--- config.mk ---
export PLATFORM = sky130hd
export DESIGN_NAME = screen_sequencer_flat
export DESIGN_NICKNAME = d
export VERILOG_FILES = /design/src/rtl/screen_pkg.sv /design/src/rtl/screen_if.sv /design/src/rtl/frame_clear_counter.sv /design/src/rtl/screen_sequencer.sv /design/src/flat_wrapper.sv
export SDC_FILE = /design/constraint.sdc
export NUM_CORES = 1
export LEC_CHECK = 0
export ABC_AREA = 1
export CORE_MARGIN = 4
export CORE_UTILIZATION = 43
export DETAILED_ROUTE_END_ITERATION = 8
export DONT_BUFFER_PORTS = 1
export PLACE_DENSITY = 0.61
export SYNTH_ARGS = -nofsm -noshare
export SYNTH_HDL_FRONTEND = slang
export SYNTH_SLANG_ARGS = --single-unit
--- constraint.sdc ---
create_clock -name clk -period 1.75 [get_ports clk]
set_input_delay 0.2625 -clock clk [delete_from_list [all_inputs] [get_ports clk]]
set_output_delay 0.2625 -clock clk [all_outputs]
set_load 0.05 [all_outputs]
--- src/rtl/screen_pkg.sv ---
// screen_pkg: shared encodings and defaults
// for the screen sequencer slice.
package screen_pkg;

  localparam int SCR_W_D = 160;
  localparam int SCR_H_D = 120;

  localparam logic [2:0] BLACK = 3'b000;
  localparam logic [2:0] WHITE = 3'b111;

  typedef enum logic [2:0] {
    CLR_HOME  = 3'd0,
    DRAW_HOME = 3'd1,
    HOME_IDLE = 3'd2,
    CLR_GAME  = 3'd3,
    RUN       = 3'd4
  } scr_state_t;

  function automatic logic is_clr(scr_state_t s);
    return (s == CLR_HOME) || (s == CLR_GAME);
  endfunction

endpackage

--- src/rtl/screen_if.sv ---
// screen_if: drawer and VGA pixel buses
// around the screen sequencer.
interface screen_if;

  logic [7:0] hs_x;
  logic [6:0] hs_y;
  logic [2:0] hs_col;
  logic       hs_plot;
  logic       hs_done;
  logic       hs_enable;

  logic [7:0] gm_x;
  logic [6:0] gm_y;
  logic [2:0] gm_col;
  logic       gm_plot;
  logic       gm_enable;

  logic [7:0] vga_x;
  logic [6:0] vga_y;
  logic [2:0] vga_colour;
  logic       vga_plot;

  modport master (
    input  hs_x, hs_y, hs_col,
    input  hs_plot, hs_done,
    input  gm_x, gm_y, gm_col, gm_plot,
    output hs_enable, gm_enable,
    output vga_x, vga_y,
    output vga_colour, vga_plot
  );

  modport slave (
    output hs_x, hs_y, hs_col,
    output hs_plot, hs_done,
    output gm_x, gm_y, gm_col, gm_plot,
    input  hs_enable, gm_enable,
    input  vga_x, vga_y,
    input  vga_colour, vga_plot
  );

endinterface

--- src/rtl/frame_clear_counter.sv ---
// frame_clear_counter: raster walk over the
// whole frame, raster order, for clearing.
module frame_clear_counter #(
  parameter int W = 160,
  parameter int H = 120
) (
  input  logic       clk,
  input  logic       resetn,
  input  logic       start,
  input  logic       run,
  output logic [7:0] cx,
  output logic [6:0] cy,
  output logic       done
);

  logic x_last;

  assign x_last = (cx == 8'(W - 1));
  assign done   = x_last && (cy == 7'(H - 1));

  // Advance cx each run cycle, carry into cy, wrap at frame end
  always_ff @(posedge clk) begin
    if (!resetn) begin
      cx <= '0;
      cy <= '0;
    end else if (start) begin
      cx <= '0;
      cy <= '0;
    end else if (run) begin
      if (x_last) begin
        cx <= '0;
        cy <= done ? 7'd0 : cy + 7'd1;
      end else begin
        cx <= cx + 8'd1;
      end
    end
  end

endmodule

--- src/rtl/screen_sequencer.sv ---
// screen_sequencer: clear / homescreen / game
// screen flow with a registered pixel mux.
module screen_sequencer
  import screen_pkg::*;
#(
  parameter int         SCR_W   = SCR_W_D,
  parameter int         SCR_H   = SCR_H_D,
  parameter logic [2:0] CLR_COL = BLACK
) (
  input  logic       clk,
  input  logic       resetn,
  input  logic       key_start,
  input  logic       game_over,
  screen_if.master   bus,
  output logic [2:0] state_o
);

  scr_state_t state;
  scr_state_t state_nx;

  logic       key_prev;
  logic       key_rise;

  logic       clr_start;
  logic       clr_run;
  logic       clr_done;
  logic [7:0] cx;
  logic [6:0] cy;

  logic [7:0] x_d;
  logic [6:0] y_d;
  logic [2:0] col_d;
  logic       plot_d;

  logic [7:0] vx;
  logic [6:0] vy;
  logic [2:0] vc;
  logic       vp;
  logic       hs_en;
  logic       gm_en;

  assign key_rise  = key_start && !key_prev;
  assign clr_run   = is_clr(state);
  assign clr_start = !is_clr(state) &&
                     is_clr(state_nx);

  frame_clear_counter #(
    .W (SCR_W),
    .H (SCR_H)
  ) u_clr (
    .clk    (clk),
    .resetn (resetn),
    .start  (clr_start),
    .run    (clr_run),
    .cx     (cx),
    .cy     (cy),
    .done   (clr_done)
  );

  // State, key history and registered outputs
  always_ff @(posedge clk) begin
    if (!resetn) begin
      state    <= CLR_HOME;
      key_prev <= 1'b1;
      vx       <= '0;
      vy       <= '0;
      vc       <= '0;
      vp       <= 1'b0;
      hs_en    <= 1'b0;
      gm_en    <= 1'b0;
    end else begin
      state    <= state_nx;
      key_prev <= key_start;
      vx       <= x_d;
      vy       <= y_d;
      vc       <= col_d;
      vp       <= plot_d;
      hs_en    <= (state_nx == DRAW_HOME);
      gm_en    <= (state_nx == RUN);
    end
  end

  // Screen flow transitions
  always_comb begin
    state_nx = state;
    unique case (state)
      CLR_HOME:
        if (clr_done) state_nx = DRAW_HOME;
      DRAW_HOME:
        if (bus.hs_done) state_nx = HOME_IDLE;
      HOME_IDLE:
        if (key_rise) state_nx = CLR_GAME;
      CLR_GAME:
        if (clr_done) state_nx = RUN;
      RUN:
        if (game_over) state_nx = CLR_HOME;
      default:
        state_nx = CLR_HOME;
    endcase
  end

  // Pixel source select; idle holds position
  always_comb begin
    x_d    = vx;
    y_d    = vy;
    col_d  = vc;
    plot_d = 1'b0;
    unique case (state)
      CLR_HOME, CLR_GAME: begin
        x_d    = cx;
        y_d    = cy;
        col_d  = CLR_COL;
        plot_d = 1'b1;
      end
      DRAW_HOME: begin
        x_d    = bus.hs_x;
        y_d    = bus.hs_y;
        col_d  = bus.hs_col;
        plot_d = bus.hs_plot;
      end
      RUN: begin
        x_d    = bus.gm_x;
        y_d    = bus.gm_y;
        col_d  = bus.gm_col;
        plot_d = bus.gm_plot;
      end
      default: ;
    endcase
  end

  assign bus.vga_x      = vx;
  assign bus.vga_y      = vy;
  assign bus.vga_colour = vc;
  assign bus.vga_plot   = vp;
  assign bus.hs_enable  = hs_en;
  assign bus.gm_enable  = gm_en;
  assign state_o        = state;

endmodule

--- src/flat_wrapper.sv ---
// flat-port wrapper written by rule: the top's interface ports become plain ports
module screen_sequencer_flat import screen_pkg::*;
#(
  parameter int         SCR_W   = SCR_W_D,
  parameter int         SCR_H   = SCR_H_D,
  parameter logic [2:0] CLR_COL = BLACK
)
  (clk, resetn, key_start, game_over, state_o, bus_hs_x, bus_hs_y, bus_hs_col, bus_hs_plot, bus_hs_done, bus_gm_x, bus_gm_y, bus_gm_col, bus_gm_plot, bus_hs_enable, bus_gm_enable, bus_vga_x, bus_vga_y, bus_vga_colour, bus_vga_plot);
  screen_if bus_i ();
  input  logic clk;
  input  logic resetn;
  input  logic key_start;
  input  logic game_over;
  output logic [2:0] state_o;
  input wire logic [$bits(bus_i.hs_x)-1:0] bus_hs_x;
  input wire logic [$bits(bus_i.hs_y)-1:0] bus_hs_y;
  input wire logic [$bits(bus_i.hs_col)-1:0] bus_hs_col;
  input wire logic [$bits(bus_i.hs_plot)-1:0] bus_hs_plot;
  input wire logic [$bits(bus_i.hs_done)-1:0] bus_hs_done;
  input wire logic [$bits(bus_i.gm_x)-1:0] bus_gm_x;
  input wire logic [$bits(bus_i.gm_y)-1:0] bus_gm_y;
  input wire logic [$bits(bus_i.gm_col)-1:0] bus_gm_col;
  input wire logic [$bits(bus_i.gm_plot)-1:0] bus_gm_plot;
  output wire logic [$bits(bus_i.hs_enable)-1:0] bus_hs_enable;
  output wire logic [$bits(bus_i.gm_enable)-1:0] bus_gm_enable;
  output wire logic [$bits(bus_i.vga_x)-1:0] bus_vga_x;
  output wire logic [$bits(bus_i.vga_y)-1:0] bus_vga_y;
  output wire logic [$bits(bus_i.vga_colour)-1:0] bus_vga_colour;
  output wire logic [$bits(bus_i.vga_plot)-1:0] bus_vga_plot;
  assign bus_i.hs_x = bus_hs_x;
  assign bus_i.hs_y = bus_hs_y;
  assign bus_i.hs_col = bus_hs_col;
  assign bus_i.hs_plot = bus_hs_plot;
  assign bus_i.hs_done = bus_hs_done;
  assign bus_i.gm_x = bus_gm_x;
  assign bus_i.gm_y = bus_gm_y;
  assign bus_i.gm_col = bus_gm_col;
  assign bus_i.gm_plot = bus_gm_plot;
  assign bus_hs_enable = bus_i.hs_enable;
  assign bus_gm_enable = bus_i.gm_enable;
  assign bus_vga_x = bus_i.vga_x;
  assign bus_vga_y = bus_i.vga_y;
  assign bus_vga_colour = bus_i.vga_colour;
  assign bus_vga_plot = bus_i.vga_plot;
  screen_sequencer #(.SCR_W(SCR_W), .SCR_H(SCR_H), .CLR_COL(CLR_COL)) u_core (.clk(clk), .resetn(resetn), .key_start(key_start), .game_over(game_over), .bus(bus_i), .state_o(state_o));
endmodule
Word level (Yosys, flattened, before mapping):

Index checks and enable logic that the tools add are counted.

* $add $sub $neg: 2
* eq/ne operators: 9
* muxes and demuxes: 12
* bitwise gates (word level): 1
* reduce and logical (&&, ||, !) cells: 13

Operator list (number)
* 8-bit one-hot mux with 3 select lines: 1
* 7-bit one-hot mux with 3 select lines: 1
* 3-bit two-way mux: 5
* 3-bit one-hot mux with 5 select lines: 1
* 3-bit by 2-bit == test with 1-bit output, second input constant: 3
* 3-bit one-hot mux with 3 select lines: 1
* 8-bit by 1-bit adder with 8-bit output, second input constant: 1
* 8-bit == test, second input constant: 1
* 8-bit two-way mux: 1
* 7-bit by 1-bit adder with 7-bit output, second input constant: 1
* 7-bit == test, second input constant: 1
* 7-bit two-way mux: 1
* 3-bit by 1-bit == test with 1-bit output, second input constant: 2
* 3-bit == test, second input constant: 2
* 3-bit logical NOT: 2
* 2-bit OR reduction: 2
* 1-bit logical AND: 3
* 1-bit one-hot mux with 3 select lines: 1
* 3-bit nonzero test: 1
* 1-bit logical NOT: 2
* 1-bit logical OR: 2
* 2-bit AND reduction: 1
* 1-bit inverter: 1

* bits in registers: 40
* input port bits: 43
* output and inout port bits: 24
* word-level logic and storage cells: 47

Longest topological paths before layout:

Gate-level depths: netlist of run 1.

* depth in word-level cells: 8
* depth in mapped cells: 13
* mapped depth without buffers: 12

Modules after synthesis:

A second synthesis of run 1 with hierarchy kept.

* cell total of the unflattened synthesis: 338
* area total of the unflattened synthesis: 2187.1 µm²

Modules (own cells, without submodules)
* screen_sequencer: times used 1, cells each 221, area each 1322.5 µm², sequential area each 500.5 µm²
* frame_clear_counter: times used 1, cells each 117, area each 864.6 µm², sequential area each 300.3 µm²

Worst setup path after synthesis of run 1:

OpenSTA, ideal clock, no wires.

* kind: register to register
* start point: register u_core.state[2] (netlist: u_core.state_o[2])
* end point: register u_core.vx[7] (netlist: u_core.bus.vga_x[7])
* library setup time: 128 ps
* arrival time: 1684 ps
* required time: 1622 ps
* setup slack: -61 ps
* cell stages (with the launch flop): 8
* path buffers: 2
* period minus slack after synthesis: 1811 ps
* cell sequence: dfxtp_1 inv_2 nand2_1 nor2_1 buf_2 buf_4 a221oi_1 a21oi_1

* longest elaborated chain between the ends: 3
* elaborated cells between the ends (all ways): 7
* classes of those cells: eq/ne (3); mux (1); reduce/logical (3)

Ends and longest elaborated chain
* from (decl): line screen_sequencer.sv:18 `scr_state_t state;`
* from (signal assigned): line screen_sequencer.sv:72 `state <= state_nx;`
* 3-bit by 2-bit == test with 1-bit output / 3-bit logical NOT (equally long branches): line screen_sequencer.sv:108 `unique case (state)`
* 2-bit OR reduction: line screen_sequencer.sv:108
* 8-bit one-hot mux with 3 select lines / 3-bit nonzero test (equally long branches)
* to (signal assigned): line screen_sequencer.sv:65 `vx <= '0;`
* to (signal assigned): line screen_sequencer.sv:74 `vx <= x_d;`
* to (decl): line screen_sequencer.sv:35 `logic [7:0] vx;`

Parallel ways exist; a longest one is shown, timed or not.
A chain may end at the register's enable or synchronous reset.

Worst setup path in the final report of run 1:

* start point: register u_core.u_clr.cy[0]
* end point: register u_core.u_clr.cy[1]

* longest elaborated chain between the ends: 8
* elaborated cells between the ends (all ways): 12
* classes of those cells: add/sub (1); eq/ne (2); mux (4); reduce/logical (5)

Ends and longest elaborated chain
* from (decl): line frame_clear_counter.sv:12 `output logic [6:0] cy,`
* from (signal assigned): line frame_clear_counter.sv:32 `cy <= done ? 7'd0 : cy + 7'd1;`
* 7-bit == test: line frame_clear_counter.sv:19 `assign done = x_last && (cy == 7'(H - 1));`
* 1-bit logical AND: line frame_clear_counter.sv:19
* 3-bit two-way mux (on tied branches): line screen_sequencer.sv:94, screen_sequencer.sv:88
* 3-bit one-hot mux with 5 select lines: line screen_sequencer.sv:86 `unique case (state)`
* 3-bit by 2-bit == test with 1-bit output / 3-bit logical NOT (equally long branches): line screen_pkg.sv:20 `return (s == CLR_HOME) || (s == CLR_GAME);`
* 1-bit logical OR: line screen_pkg.sv:20
* 1-bit logical AND: line screen_sequencer.sv:44 `assign clr_start = !is_clr(state) &&`
* 2-bit OR reduction (no line)

Parallel ways exist; a longest one is shown, timed or not.

==> summary.md, run 1 <==
| Metric | Value |
|---|---|
| Status | completed |
| CP Capture Type | register |
| Diodes inserted | 0 |
| Worst Path Max Fanout | 8 |
| Required time worst endpoint | around 1.9 ns |
| Worst-Margin Slew | between 0.5 and 0.6 ns |
| EDFF count, synth | 0 |
| Design area | 2400 um2 |
| Tightest Hold Check Type | input port to register |
| Part of the cycle the worst path needs | 0.936 |
| Dpl ws | -0.0110 ns |
| Clock skew | roughly 0.0055 ns |
| Slowest cell on crit path | dfxtp_1 |
| Post-route antenna net violation count | 0 |
| Skew-Pair Late Insertion Delay | ~0.29 ns |
| Vias in the first global route | roughly 1,700 |
| First-pass GRT wire length | just over 8000 um |
| Dpl cells | approximately 340 |
| Setup violators final | 0 |
| Worst-path clk slew | ~0.080 ns |
| CTS tree | yes |
| First-pass DRT Iterations | 4 |
| Distinct cells, synth | 35 |
| Final Worst Setup Slack | 0.111 ns |
| Largest net degree at the start of global routing | 20 |
| Sequential fraction of the synthesis area | 0.383 |
| Global placement routability congestion | ~0.88 |
| Main flop type after synthesis | dfxtp_1 |
| Yosys warns | 0 |
| Core area | 4720 um2 |
| CTS Buffer Depth | 2 |
| Detailed-route via count | around 1,800 |
| Cell Count, Final, Fillers Out | about 350 |
| WL/cell | about 15 um |
| Area of the die | just over 6000 um2 |
| Leak Pwr | between 0.9 and 1 nW |
| Hold Buf Count CTS | 0 |
| RSZ-0062 raised after global routing | false |
| Syn nets | ~310 |
| CTS buffer count | 5 |
| Detailed Route Iter0 Violations | a little over 90 |
| FMAX | 610 MHz |
| WS Path Type | register to register |
| Core Util, Final | 0.508 |
| Max-slew headroom | 0.652 |
| Routed vias/inst | 5.18 |
| Buf/Inv on CP | 0 |
| CTS root buf | clkbuf_8 |
| Clock Sinks | 40 |
| Leading area contributor after synthesis | dfxtp_1 |
| Critical path, cell by cell | ha_1 > nand3_1 > nor2_4 > nand3_1 > nand3_2 > nand2_1 > nand2_1 > nand2_4 > nand2_8 > nor2_1 |
| Max-cap violations | 0 |
| Post-synthesis instance area | 2090 um2 |
| Worst path max stage delay | 0.37 ns |
| Min Tclk post-route | roughly 1.6 ns |
| Hold Vio Cnt, Final | 0 |
| Die Span X | slightly below 80 um |
| Layout area overhead | 14.7% |
| Total track usage | 0.172 |
| Crit-path leading delay family | simple AND/OR/NAND/NOR gates |
| Flops & latches, synth | 40 |
| Post-DP Area | roughly 2200 um2 |
| Peak supply drop | between 0.2 and 0.3 mV |
| Setup crit start kind | register |
| Initial Utilization | 0.443 |
| Post-Synthesis Cells | 266 |
| Initial antenna violation count | 0 |
| Min Hold Slack | 0.0721 ns |
| Worst EP arrival | approximately 1.8 ns |
| Cell Rows | 25 |
| Total Routed Length | ~5200 um |
| Pwr Density | approximately 740 nW/um2 |
| Synth async-reset ratio | 0 |
| Gr ovfl total | 0 |
| Synth top area share | 0.383 |
| Post-DP HPWL | between 3000 and 4000 um |
| Share of cells above drive strength 1 | 0.232 |
| IO Pins | 67 |
| H-tree levels | 2 |
| Port buffer count | 0 |
| Mean area per synthesized cell | 7.86 um2 |
| Remaining DRCs | 0 |
| Largest cells by area after synthesis | dfxtp_1, nand2_1, nor2_4, a221oi_1, o21ai_0 |
| Most common cell after layout, fill and taps aside | nand2_1 |
| Nets | about 330 |
| Die Y | a little under 80 um |
| Most frequent cells in the layout | nand2_1, dfxtp_1, inv_1 |
| Final Slew Violations | 0 |
## cell families after synthesis
group,synth area share
buf+inv,0.0789
compound gates,0.190
fa+ha+maj,0.0120
simple gates,0.315
xor+xnor,0.0209
flops,0.383
## where the power goes
group,internal (mW),total (mW),switching [mW]
combinational,0.0296,0.0776,0.0480
clock,0.422,0.759,0.337
sequential,0.922,0.942,0.0202
total,1.37,1.78,0.405
## cell usage after synthesis (2+ instances only)
master / number
nor3_1: 2
inv_2: 4
nand4_1: 3
nor2_1: 21
xor2_1: 3
a41oi_1: 3
o21ai_0: 18
dfxtp_1: 40
xnor2_1: 2
a31oi_1: 4
nand3_1: 15
inv_1: 22
nor2_4: 12
buf_4: 2
nand2_4: 5
a211oi_1: 2
nand2_1: 53
buf_2: 4
a22oi_1: 2
nand2_2: 5
a21oi_1: 16
a221oi_1: 12
or2_2: 3
ha_1: 2
## worst reg2reg max path: stages (launching register included)
cell,delay [ns]
dfxtp_1,0.37
ha_1,0.18
nand3_1,0.12
nor2_4,0.18
nand3_1,0.14
nand3_2,0.10
nand2_1,0.05
nand2_1,0.09
nand2_4,0.10
nand2_8,0.14
nor2_1,0.05
## sequential cells by signal (all words and copies together), names as in the netlist, 3 cells and up
name and flops:
u_core.bus.vga_colour 3, u_core.bus.vga_y 7, u_core.state_o 3, u_core.u_clr.cy 7, u_core.u_clr.cx 8, u_core.bus.vga_x 8
## final cells by class
cell class | instances | area (um2)
Timing Repair Buffer | 18 | 135
Sequential cell | 40 | 807
Clock inverter | 3 | 42.5
Multi-Input combinational cell | 191 | 1160
Tap cell | 67 | 83.8
Fill cell | 467 | 2320
Inverter | 27 | 103
Clock buffer | 5 | 68.8
## per-stage QoR
stage,total power [mW],TNS (ns)
after detailed placement,1.04,-0.0137
after CTS,1.79,0
after global placement,1.04,0
after floorplan,1.03,0
final,1.78,0
after global routing,1.83,0
## per-layer routing
layer,vias up,track usage,part of all wire
met2,52,0.258,0.45
met1,829,0.237,0.47
met3,5,0.0534,0.066
met4,0,0.0480,0.0092
met5,-,0,0
li1,932,-,-
## final timing paths
path | from | end | slack, ns | cells after the start
hold / removal | key_start | u_core.key_prev$_SDFF_PN1_ | 0.07 | 1
hold reg to reg | u_core.u_clr.cy[0]$_SDFFE_PP0P_ | u_core.bus.vga_y[0]$_SDFFE_PN0P_ | 0.51 | 2
setup reg to reg | u_core.u_clr.cy[0]$_SDFFE_PP0P_ | u_core.u_clr.cy[1]$_SDFFE_PP0P_ | 0.11 | 10
setup / recovery | u_core.u_clr.cy[0]$_SDFFE_PP0P_ | u_core.u_clr.cy[1]$_SDFFE_PP0P_ | 0.11 | 10
## timing repair
item                                    CTS  global route
endpoints found under the setup margin    5            15
gates resized for setup                   1             4
gates cloned                              0             1
setup buffers                             0             1
pin swaps                                 0             3
Note: power is estimated with default switching activity, not from simulation.
==> inputs of run 2 (changes only) <==
Settings changed: CORE_UTILIZATION 43 to 37, PLACE_DENSITY 0.61 to 0.54, SYNTH_HIERARCHICAL set to 1.
==> run 2 against run 1 <==
  * The run now ends with setup timing left
  * Register-to-register slack got worse by 0.26 ns
  * Combinational power is 3.7% higher
  * Critical path depth is 1 higher
  * Sequential cell count did not move
  * Critical endpoint is now u_core/u_clr/cx[0]$_SDFFE_PP0P_
  * Highest routed layer unchanged
==> summary.md, run 2 <==
| Metric | Value |
|---|---|
| Status | finished, violations left |
| Failing checks | setup timing |
| RSZ-0062 raised after global routing | true |
| Post-synthesis instance area | between 2000 and 2500 um2 |
| H-tree levels | 2 |
| First-pass GRT wire length | 10,200 um |
| Synth top area share | 0.366 |
| Max-cap violations | 0 |
| Vias in the first global route | between 2,000 and 2,500 |
| Part of the cycle the worst path needs | 1.09 |
| IO Pins | 67 |
| Port buffer count | 0 |
| Initial Utilization | 0.390 |
| Footprint of the multi-input gates | around 1300 um2 |
| Min-Delay Endpoint | u_core/key_prev$_SDFF_PN1_ |
| Total Routed Length | 5820 um |
| Reg2reg setup slack | -0.15 ns |
| Sequential fraction of the synthesis area | 0.366 |
| Total power | 1.67 mW |
| Synth async-reset ratio | 0 |
| Gr ovfl total | 0 |
| Hold Buf Count CTS | 0 |
| Most common cell in the netlist | nand2_1 |
| Total track usage | 0.173 |
| Routed vias/inst | 4.89 |
| Tightest Hold Check Type | input port to register |
| Critical path, cell by cell | ha_4 > nand3_4 > nor4_4 > inv_1 > nand3_2 > nand2_2 > nor2_4 > a21oi_2 > nor2_4 > nand2_4 > nor3b_2 |
| Setup violators final | 15 |
| Leading area contributor after synthesis | dfxtp_1 |
| Cell Rows | 27 |
| First-pass DRT Iterations | 4 |
| Post-DP HPWL | 4470 um |
| Worst EP arrival | 2.12 ns |
| Layout area overhead | 27.4% |
| Core area | between 5000 and 6000 um2 |
| Design area | ~2800 um2 |
| Syn nets | approximately 380 |
| Nets | between 400 and 500 |
| Pwr Density | approximately 600 nW/um2 |
| Worst hold path startpoint | resetn |
| Die Span X | between 80 and 90 um |
| Worst reg2reg path depth | 11 |
| Most common cell after layout, fill and taps aside | nand2_1 |
| CP Capture Type | register |
| Peak supply drop | just under 0.3 mV |
| Area of the die | just over 7000 um2 |
| Max-slew headroom | 0.638 |
| Setup TNS | -1.64 ns |
| Final Worst Setup Slack | -0.150 ns |
| Main flop type after synthesis | dfxtp_1 |
| Remaining DRCs | 0 |
| Flops & latches, synth | 40 |
| Filler cells | between 500 and 600 |
| Buf/Inv on CP | 1 |
| CTS root buf | clkbuf_8 |
| Most frequent cells in the layout | nand2_1, nor2_1, buf_4 |
| CTS buffer count | 5 |
| Crit-path leading delay family | simple AND/OR/NAND/NOR gates |
| Initial antenna violation count | 0 |
| Worst Path Max Fanout | 7 |
| Distinct cells, synth | 31 |
| Diodes inserted | 0 |
| CTS Buffer Depth | 2 |
| FF-to-FF End | u_core/u_clr/cx[0]$_SDFFE_PP0P_ |
| Largest cells by area after synthesis | dfxtp_1, nand2_1, nor2_1, nand3_1, inv_1 |
| Top post-synthesis cells by count | nand2_1, nor2_1, dfxtp_1, nand3_1, inv_1 |
| Yosys warns | 6 |
| Largest net degree at the start of global routing | 31 |
| Mean area per synthesized cell | 6.47 um2 |
| Slowest cell on crit path | dfxtp_4 |
| Min Tclk post-route | 1.90 ns |
| Global placement routability congestion | 0.857 |
| Reg area | between 800 and 900 um2 |
| Clock Sinks | 40 |
| EDFF count, synth | 0 |
| WL/cell | 13.0 um |
| Hold path depth | 1 |
| Dpl ws | -0.186 ns |
| Detailed Route Iter0 Violations | 130 |
| Share of cells above drive strength 1 | 0.265 |
| Clock skew | around 0.0044 ns |
| FF-to-FF Start | u_core/u_clr/cy[0]$_SDFFE_PP0P_ |
| Detailed-route via count | 2,194 |
| Core Util, Final | 0.497 |
| Final Slew Violations | 0 |
| Worst-path clk slew | 0.08 ns |
| Leak Pwr | 1.29 nW |
| Worst path max stage delay | ~0.36 ns |
| Post-DP Area | about 2600 um2 |
| FMAX | between 500 and 600 MHz |
| Setup crit start kind | register |
| Post-Synthesis Cells | 338 |
| Critical path's most frequent cell | nor2_4 |
| CTS tree | yes |
| Worst-Margin Slew | ~0.54 ns |
| WS Path Type | register to register |
| Skew-Pair Late Insertion Delay | 0.29 ns |
| Die Y | around 85 um |
| Required time worst endpoint | a little under 2 ns |
| Post-route antenna net violation count | 0 |
| Hold Vio Cnt, Final | 0 |
-- run 2: worst max-delay path by stage --
stage,cells past startpoint,start,slack (ns),to
final,11,u_core/u_clr/cy[0]$_SDFFE_PP0P_,-0.15,u_core/u_clr/cx[0]$_SDFFE_PP0P_
after global routing,15,u_core/u_clr/cx[1]$_SDFFE_PP0P_,-0.34,u_core/u_clr/cy[6]$_SDFFE_PP0P_
after CTS,13,u_core/u_clr/cy[1]$_SDFFE_PP0P_,-0.17,u_core/u_clr/cy[1]$_SDFFE_PP0P_
after detailed placement,11,u_core/u_clr/cy[0]$_SDFFE_PP0P_,-0.19,u_core/u_clr/cx[4]$_SDFFE_PP0P_
after global placement,11,u_core/u_clr/cy[0]$_SDFFE_PP0P_,-0.18,u_core/u_clr/cx[4]$_SDFFE_PP0P_
after floorplan,13,u_core/u_clr/cx[0]$_SDFFE_PP0P_,-0.06,u_core/u_clr/cx[2]$_SDFFE_PP0P_
-- run 2: kinds of logic after synthesis --
| logic type | Yosys count | share of synthesized area |
|---|---|---|
| compound gates | 33 | 0.0801 |
| xor+xnor | 1 | 0.00401 |
| fa+ha+maj | 2 | 0.0114 |
| buf+inv | 55 | 0.102 |
| flops | 40 | 0.366 |
| simple gates | 207 | 0.437 |
-- run 2: cell type report --
class,instances,share of cell area
clock buffers,6,0.0296
repair buffers,41,0.119
inverters,45,0.0624
multi-input cells,243,0.461
well taps,72,0.0323
clock inverters,2,0.00359
flip-flops and latches,40,0.291
-- run 2: report_power, final --
group	switching (mW)	total [mW]	internal, mW
clock	0.328	0.643	0.315
combinational	0.0421	0.0805	0.0383
sequential	0.0276	0.949	0.921
-- run 2: worst register-to-register path: cells and delay by family, from the launching register on --
family          cells  cell delay, ns
buf+inv             1            0.09
flops               1            0.36
fa+ha+maj           1            0.14
compound gates      1            0.07
simple gates        8            1.16
-- run 2: per-layer routing --
layer  part of all wire  GRT usage
met5                  0          0
met4             0.0082     0.0475
met2               0.47      0.290
met1               0.46      0.223
met3              0.063     0.0408
-- run 2: stage by stage --
stage | hold WS [ns] | cells
after floorplan | 0.359 | 338
after global placement | 0.335 | 436
after detailed placement | 0.337 | 436
after CTS | 0.0244 | 446
after global routing | 0.0265 | 449
final | 0.0373 | 449
-- run 2: repair_timing --
action | 4_1_cts | 5_1_grt
gates resized for setup | 7 | 9
endpoints found under the setup margin | 15 | 15
setup buffers | 2 | 3
pin swaps | 5 | 2
==> inputs of run 3 (changes only) <==
Clock period 1.75 ns to 1.84 ns, I/O delays scaled along.
==> run 3 against run 2 <==
  * First-iteration DRC count down 46%
  * Via count decreased by 1.9%
  * Non-clock buffer count stayed put
  * Cell area is 0.81% higher
  * Clock skew fell by 0.0020 ns
  * Global-route usage decreased by 1.3 points
  * Critical endpoint unchanged
  * Sequential share of layout area decreased by 0.37 points
  * Critical path type unchanged
  * Register-to-register slack better by 0.05 ns
  * Sequential cell count stayed put
  * Clock-buffer cell count down 1
  * Critical path depth unchanged
  * The flow still finishes with violations (setup timing)
  * Core utilization increased by 0.40 points
==> summary.md, run 3 (synthesis results as in run 2) <==
| Metric | Value |
|---|---|
| IO Pins | between 60 and 70 |
| Reg2reg setup slack | -0.1 ns |
| Critical path's most frequent cell | nor2_4 |
| Worst-path clk slew | 0.08 ns |
| Cell Count, Final, Fillers Out | 450 |
| Peak supply drop | approximately 0.29 mV |
| Cell Rows | 27 |
| Diodes inserted | 0 |
| Switching power | about 0.38 mW |
| CTS root buf | clkbuf_8 |
| Die Y | between 80 and 90 um |
| Seq pwr share | 0.533 |
| Detailed-route via count | between 2,000 and 2,500 |
| Buf/Inv on CP | 1 |
| CTS tree | yes |
| Worst EP arrival | approximately 2.2 ns |
| Filler cells | 619 |
| CTS Buffer Depth | 2 |
| Required time worst endpoint | 2.05 ns |
| Part of the cycle the worst path needs | 1.05 |
| Post-DP HPWL | roughly 4300 um |
| Clock Sinks | 40 |
| Port buffer count | 0 |
| First-pass DRT Iterations | 4 |
| Final Worst Setup Slack | -0.0967 ns |
| H-tree levels | 2 |
| Worst Path Max Fanout | 6 |
| Layout area overhead | 28.4% |
| Metal2 WL | between 2000 and 3000 um |
| Worst-Margin Slew | 0.521 ns |
| Initial Utilization | 0.390 |
| Int Pwr | ~1.3 mW |
| Core Util, Final | 0.501 |
| Logic pwr share | 0.042 |
| Initial antenna violation count | 0 |
| Total power | 1.70 mW |
| Dpl cells | 433 |
| Worst path max stage delay | around 0.36 ns |
| Detailed Route Iter0 Violations | 70 |
| Failing checks | setup timing |
| Setup TNS | -0.674 ns |
| Core area | about 5600 um2 |
| Clock skew | around 0.0024 ns |
| FMAX | a little over 500 MHz |
| RSZ-0062 raised after global routing | true |
| Crit-path leading delay family | simple AND/OR/NAND/NOR gates |
| Routed vias/inst | ~4.8 |
| Critical path, cell by cell | ha_4 > nand3_4 > nor4_4 > inv_1 > nand3_2 > nand2_2 > nor2_4 > a21oi_4 > nor2_4 > nand2_4 > nor3b_1 |
| Gr ovfl total | 0 |
| Remaining DRCs | 0 |
| WS Path Type | register to register |
| Slowest cell on crit path | dfxtp_2 |
| Vias in the first global route | 2,043 |
| Share of cells above drive strength 1 | 0.265 |
| Status | finished, violations left |
| Largest net degree at the start of global routing | 31 |
| Max-cap violations | 0 |
| Max-slew headroom | 0.652 |
| Most common cell after layout, fill and taps aside | nand2_1 |
| First-pass GRT wire length | ~9500 um |
| Top sig layer | met4 |
| Global placement routability congestion | around 0.88 |
| Dpl ws | -0.0989 ns |
| CTS buffer count | 5 |
| Switching part of the total | 0.227 |
| Min Tclk post-route | 1.94 ns |
| Die Span X | around 85 um |
| CP Capture Type | register |
| Final Slew Violations | 0 |
| Met3 wire len | 436 um |
| Post-route antenna net violation count | 0 |
| Total track usage | 0.161 |
| Total Routed Length | between 5000 and 6000 um |
| Nets | 422 |
| Skew-Pair Late Insertion Delay | about 0.29 ns |
| Most frequent cells in the layout | nand2_1, nor2_1, buf_4 |
| Hold Vio Cnt, Final | 0 |
| Setup violators final | 13 |
| Area of the die | about 7200 um2 |
| Pwr Density | 604 nW/um2 |
| Hold Buf Count CTS | 0 |
| Clk pwr share | 0.426 |
| Setup crit start kind | register |
| Leak Pwr | 1.30 nW |
| WL/cell | between 10 and 15 um |
| DRT met1 WL | roughly 2400 um |
| Tightest Hold Check Type | input port to register |
run 3: changes by cell type in the layout (fill, tap and decap cells not counted), sizes merged:
cell      previous run  this run
clkinv               3         2
clkbuf               6         5
clkinvlp             0         1
nor2                71        72
bufinv               0         1
run 3: worst paths after layout:
check	to	start	depth (start not counted)
setup / recovery	u_core/u_clr/cx[0]$_SDFFE_PP0P_	u_core/u_clr/cy[0]$_SDFFE_PP0P_	11
hold / removal	u_core/key_prev$_SDFF_PN1_	resetn	1
setup reg to reg	u_core/u_clr/cx[0]$_SDFFE_PP0P_	u_core/u_clr/cy[0]$_SDFFE_PP0P_	11
hold reg to reg	u_core/u_clr/cy[6]$_SDFFE_PP0P_	u_core/u_clr/cy[6]$_SDFFE_PP0P_	3
run 3: power by group through the flow:
stage	registers [mW]	logic, mW	clock network, mW
3_5_place_dp	0.924	0.0638	0
4_1_cts	0.903	0.0670	0.748
3_3_place_gp	0.924	0.0628	0
2_1_floorplan	0.924	0.0474	0
6_report	0.903	0.0707	0.722
5_1_grt	0.905	0.0821	0.788
run 3: area by class of cell:
cell class	instances	area, um2	share of cell area
clock buffers	5	68.8	0.0245
clock inverters	3	42.5	0.0151
flip-flops and latches	40	808	0.288
well taps	72	90.1	0.0321
multi-input cells	244	1310	0.465
repair buffers	41	324	0.115
inverters	45	169	0.0601
run 3: through the flow:
stage | instance area (um2) | hold slack [ns]
2_1_floorplan | 2260 | 0.372
3_3_place_gp | 2550 | 0.347
3_5_place_dp | 2550 | 0.351
4_1_cts | 2730 | 0.0427
5_1_grt | 2810 | 0.0374
6_report | 2810 | 0.0482
run 3: timing repair:
| action | CTS | global route |
|---|---|---|
| resized for setup | 5 | 13 |
| pin swaps | 6 | 5 |
| setup endpoints to repair | 14 | 15 |
| buffers inserted | 4 | 4 |
| cloned | 1 | 0 |
run 3: worst reg2reg max path, stage by stage, from the launching register on:
cell	delay [ns]
dfxtp_2	0.36
ha_4	0.15
nand3_4	0.08
nor4_4	0.32
inv_1	0.10
nand3_2	0.12
nand2_2	0.08
nor2_4	0.11
a21oi_4	0.07
nor2_4	0.18
nand2_4	0.11
nor3b_1	0.17
run 3: routing by layer:
| layer | global-route usage | vias up |
|---|---|---|
| met3 | 0.0427 | 4 |
| li1 | - | 1141 |
| met4 | 0.0388 | 0 |
| met1 | 0.191 | 957 |
| met2 | 0.288 | 50 |
| met5 | 0 | - |
